--- config.mk ---
export PLATFORM = sky130hd
export DESIGN_NAME = serial_capture_reg
export DESIGN_NICKNAME = d
export VERILOG_FILES = /design/src/rtl/serial_capture_reg.sv
export SDC_FILE = /design/constraint.sdc
export NUM_CORES = 1
export LEC_CHECK = 0
export CELL_PAD_IN_SITES_DETAIL_PLACEMENT = 0
export CELL_PAD_IN_SITES_GLOBAL_PLACEMENT = 2
export CORE_MARGIN = 3
export CORE_UTILIZATION = 33
export CTS_CLUSTER_DIAMETER = 80
export CTS_CLUSTER_SIZE = 24
export DETAILED_ROUTE_END_ITERATION = 7
export PLACE_DENSITY = 0.79
export SYNTH_ARGS = -nofsm -noshare
export SYNTH_HDL_FRONTEND = slang
export SYNTH_SLANG_ARGS = --single-unit
--- constraint.sdc ---
create_clock -name clk -period 3.47 [get_ports clk]
set_input_delay 0.694 -clock clk [delete_from_list [all_inputs] [get_ports clk]]
set_output_delay 0.694 -clock clk [all_outputs]
set_load 0.01 [all_outputs]
--- src/rtl/serial_capture_reg.sv ---
// Receive end of the LSB-first bit-serial link: reassembles bit_width-bit words
// and holds each one for a consumer behind a valid/ack handshake.
module serial_capture_reg #(
  parameter int bit_width = 16,
  parameter int cnt_w     = $clog2(bit_width)
) (
  input  logic                 clk,
  input  logic                 rst,
  input  logic                 clr,
  input  logic                 en,
  input  logic                 sin,
  input  logic                 rd_ack,
  output logic [bit_width-1:0] data_out,
  output logic                 valid,
  output logic                 ovf,
  output logic [cnt_w-1:0]     bit_cnt
);

  logic [bit_width-1:0] sr;
  logic [bit_width-1:0] word;
  logic                 last;

  // New bit enters at the MSB so the first bit received ends up at bit 0.
  assign word = {sin, sr[bit_width-1:1]};
  assign last = en && (bit_cnt == cnt_w'(bit_width - 1));

  always_ff @(posedge clk) begin
    if (rst || clr) begin
      sr       <= '0;
      bit_cnt  <= '0;
      data_out <= '0;
      valid    <= 1'b0;
      ovf      <= 1'b0;
    end else begin
      if (en) begin
        sr      <= word;
        bit_cnt <= last ? '0 : bit_cnt + cnt_w'(1);
      end
      // A completed word wins over a plain ack; an ack in the same cycle frees the slot for it.
      if (last) begin
        if (!valid || rd_ack) begin
          data_out <= word;
          valid    <= 1'b1;
        end else begin
          ovf <= 1'b1;
        end
      end else if (rd_ack) begin
        valid <= 1'b0;
      end
    end
  end

endmodule

Word level (Yosys, flattened, before mapping)
Cells that the tools add are included.
{"block": "totals", "regBits": 38, "input_bits": 6, "out_inout_bits": 22, "wordCells": 21}
{"block": "op_classes", "n_addsub": 1, "eq_ne": 2, "muxes": 4, "n_bitwise": 1, "reduce_logical": 8}
{"op": "$reduce_and 2->1", "count": 3}
{"op": "$add 4x1->4 const B", "count": 1}
{"op": "$eq 4x4->1 const B", "count": 1}
{"op": "$mux 4", "count": 1}
{"op": "$mux 1", "count": 3}
{"op": "$logic_or 1x1->1", "count": 2}
{"op": "$ne 2x1->1 const B", "count": 1}
{"op": "$reduce_bool 2->1", "count": 1}
{"op": "$logic_and 1x1->1", "count": 1}
{"op": "$logic_not 1->1", "count": 1}
{"op": "$not 1->1", "count": 1}

Depth between registers and ports, before layout
{"block": "logic_depth", "word_depth": 4, "depth_mapped": 6, "depth_no_buf": 4}

Least setup slack after synthesis
Ideal clock, no wire load.
{"block": "synth_timing", "path_type": "input to register", "from": "input port rd_ack", "to": "register data_out[4]", "setup_time_ns": 0.067, "t_arrival_ns": 1.391, "required_ns": 3.403, "slack_ns": 2.012, "stages": 4, "path_buffers": 1, "cell_sequence": "and2b_1 buf_2 o21ai_1 a21oi_2"}
{"block": "synth_between", "elab_chain_len": 2}
{"element": "from (decl)", "line_no": "12", "source": "input logic rd_ack,"}
{"element": "$logic_or 1x1->1", "line_no": "41", "source": "if (!valid || rd_ack) begin"}
{"element": "$reduce_and 2->1 (no line)"}
{"element": "to (signal assigned)", "line_no": "42", "source": "data_out <= word;"}
{"element": "to (decl)", "line_no": "13", "source": "output logic [bit_width-1:0] data_out,"}
No other way between the ends.
A chain may end at the register's enable or synchronous reset.

Worst setup path in the final report
{"block": "layout_timing", "from": "input port en", "to": "register data_out[13]"}
{"block": "layout_between", "elab_chain_len": 2}
{"element": "from (decl)", "line_no": "10", "source": "input logic en,"}
{"element": "$logic_and 1x1->1", "line_no": "25", "source": "assign last = en && (bit_cnt == cnt_w'(bit_width - 1));"}
{"element": "$reduce_and 2->1 (no line)"}
No other way between the ends.

==> key figures <==
Setup path
  • Reg2Reg Launch Point: bit_cnt[0]$_SDFFE_PP0P_
  • Critical path class: in -> reg
  • CP Data Arrival Time: between 2 and 2.5 ns
  • R2r endpoint: data_out[13]$_SDFFE_PP0P_
  • Slowest cell on crit path: and4_1
  • WP data required: between 3 and 4 ns
  • Critical-path cell list: clkdlybuf4s50_1, and4_1, nand3_1, a21oi_1
  • Reg2Reg Setup Slack: about 1.7 ns
  • Startpoint Class: input pin
  • Worst Path Max Fanout: 17
  • Worst path max stage delay: between 0.7 and 0.8 ns
  • Endpoint class of the critical path: flop
  • Reg2reg path depth: 4

Logic synthesis
  • Cell area after synthesis: between 0.001 and 0.0015 sq mm
  • Ys async rst share: 0%
  • Synth Instances: 150
  • Mapped Avg Cell Area: a little under 10 sq um
  • FF+latch count, synth: 37
  • Syn Nets: around 160
  • Post-synth top cells: 37 x dfxtp_1, 20 x a21oi_1, 18 x nor2_1
  • Main synth FF type: dfxtp_1
  • Distinct cell type count after synthesis: 25
  • Most numerous cell in the Yosys netlist: dfxtp_1
  • Synth warn: 0
  • Top-area cell type share of the netlist area: 50.7%
  • Synth area leaders: dfxtp_1 51%, mux2i_1 11%, a21oi_1 6.8%
  • EDFF count, synth: 0
  • Seq/Total Area, Yosys: between 50% and 60%
  • Yosys top cell by area: dfxtp_1

Power and ir drop
  • Static Leak: ~0.63 nW
  • VDD IR max: approximately 0.00015 V
  • Cell Pwr Density: 427 mW/mm^2
  • Tot Pwr: 779 uW

Job
  • Max-Cap Viols: 0

Drt
  • Via count: between 1000 and 1500
  • Drt drc: 0
  • Initial DRC Count: a little under 60
  • Via-per-instance ratio: between 4 and 5
  • Final ANT Viol Nets: 0
  • Drt first pass iters: 4
  • WL/cell: 13.6 um
  • Routed WL: ~3.0 mm

Clock tree
  • Clock-pin slew on the worst setup and hold paths: roughly 0.07 ns
  • CTS tree: yes
  • Root buf cell: clkbuf_8
  • Clk buf depth: 2
  • Post_cts resized: 0
  • Clock Latency Late Sink: 0.29 ns
  • Post-CTS Hold Buffers: 0
  • # H-tree levels: 2
  • Post-CTS Setup Inserts: 0
  • CTS Sinks: 37
  • TritonCTS buffer count: 5

Floorplan
  • Io pins: 28
  • Die area: 0.00526 sq mm
  • FP Rows: 23
  • Initial Utilization: 35.3%
  • Die height: about 73 um
  • Die Wd: a little over 70 um
  • Core area: 0.00414 sq mm

Worst hold path
  • Min-Delay Path Depth: 2
  • Hold Path Class: reg -> reg
  • Worst Hold Endpoint: ovf$_SDFFE_PP0P_
  • Worst hold start: ovf$_SDFFE_PP0P_

Layout
  • Antenna cells: 0
  • Fin area: between 0.0015 and 0.002 sq mm
  • Fraction of layout cells with a size suffix above 1: 11.4%
  • Reg area: 741 sq um
  • Multi-input logic area: roughly 640 sq um
  • Fillers: between 400 and 500
  • Layout area overhead: 24.9%
  • Cell Count, Final, Fillers Out: ~230
  • Nets: roughly 180

STA
  • Final worst setup slack: between 1 and 1.5 ns
  • # setup viols final: 0
  • Max-Slew Margin vs Limit: approximately 44%
  • Layout Skew: about 0.0036 ns
  • Max Clk Rate: 455 MHz
  • Least-Margin Pin Slew: roughly 0.84 ns
  • Fin crit period: 2.20 ns
  • RSZ-0062 raised after global routing: no
  • Final Slew Violations: 0
  • Final TNS setup: 0 ns
  • Hold Fails Final Rpt: 0
  • Final period utilization: roughly 63%

GRT
  • Met2 Use GR: 18.5%
  • GRT Total Usage: roughly an eighth
  • First-pass GRT wire length: ~5.2 mm
  • GRT overflow: 0
  • GRT busiest layer: met2
  • M1 GR Usage: between 15 and 20%
  • Vias in the first global route: about 1100
  • Initial antenna violation count: 0
  • Largest net degree at the start of global routing: 38
  • Met3 GRT Util: approximately 3.5%

Placed design
  • Final Wtd Congestion: between 0.7 and 0.8
  • Placed Area: 0.00172 sq mm
  • Setup slack at placement: between 0.9 and 1 ns
  • Placed Cells: around 220
  • Port bufs: 27
  • Post-DP HPWL: a little under 2 mm

Run status
  • Status: complete, no violations
[cells in the final DEF (no fill, tap or decap), drive strengths merged, types with 2 or more instances in the layout]
master / n
dfxtp: 37
clkdlybuf4s50: 27
a21oi: 21
nor2: 18
o21ai: 17
mux2i: 16
nand3: 16
clkbuf: 7
nand2: 3
nand2b: 2
buf: 2
[critical path: cells and delay by family]
family / cells / cell delay [ns]
AND/OR/NAND/NOR: 2 / 0.92
AO/OA/AOI/OAI: 1 / 0.17
buffers and inverters: 1 / 0.63
[final cells by class]
class / instances / area share [%]
clock buffer: 7 / 5.28
clock inverter: 1 / 0.274
multi-input combinational: 101 / 34.8
sequential: 37 / 40.6
tap: 50 / 3.43
timing repair buffer: 29 / 15.6
[report_power, final]
| group | leakage (nW) | internal (mW) | switching [mW] | total, mW |
|---|---|---|---|---|
| sequential | 0.298 | 0.426 | 0.00145 | 0.427 |
| combinational | 0.279 | 0.0133 | 0.0147 | 0.0280 |
| clock | 0.0542 | 0.179 | 0.145 | 0.324 |
[per-stage QoR]
| step | hold slack, ns | util (%) |
|---|---|---|
| CTS | 0.473 | 44.1 |
| global placement | 0.463 | 41.6 |
| detailed placement | 0.454 | 41.6 |
| floorplan | 0.443 | - |
| global route | 0.494 | 44.1 |
| finish | 0.468 | 44.1 |
[worst max path at each step]
| stage | from | end | slack, ns | depth (start not counted) |
|---|---|---|---|---|
| after global routing | en | data_out[3]$_SDFFE_PP0P_ | 1.12 | 4 |
| after detailed placement | en | data_out[13]$_SDFFE_PP0P_ | 0.96 | 4 |
| after floorplan | rd_ack | data_out[4]$_SDFFE_PP0P_ | 2.01 | 4 |
| after global placement | en | data_out[13]$_SDFFE_PP0P_ | 1.01 | 4 |
| final | en | data_out[13]$_SDFFE_PP0P_ | 1.27 | 4 |
| after CTS | en | data_out[13]$_SDFFE_PP0P_ | 1.26 | 4 |
[registers in the layout, indices dropped and copies added, names as in the netlist]
| name | count |
|---|---|
| data_out | 16 |
| bit_cnt | 4 |
| valid | 1 |
| ovf | 1 |
| sr | 15 |
[layer usage]
layer,vias to the layer above,part of all wire (%)
met3,4,4.0
met1,516,48
met2,19,46
met4,0,1.7
li1,566,-
met5,-,0
[cells by family (layout without fill, tap and decap cells)]
family          after synthesis  count (layout)  synth area share, %
compound gates               38              38                 13.3
mux                          16              16                 11.0
simple gates                 45              45                 17.8
fa+ha+maj                     1               1                0.856
flops                        37              37                 50.7
buf+inv                      12              37                 5.82
xor+xnor                      1               1                0.599
(Power assumes the default switching activity.)
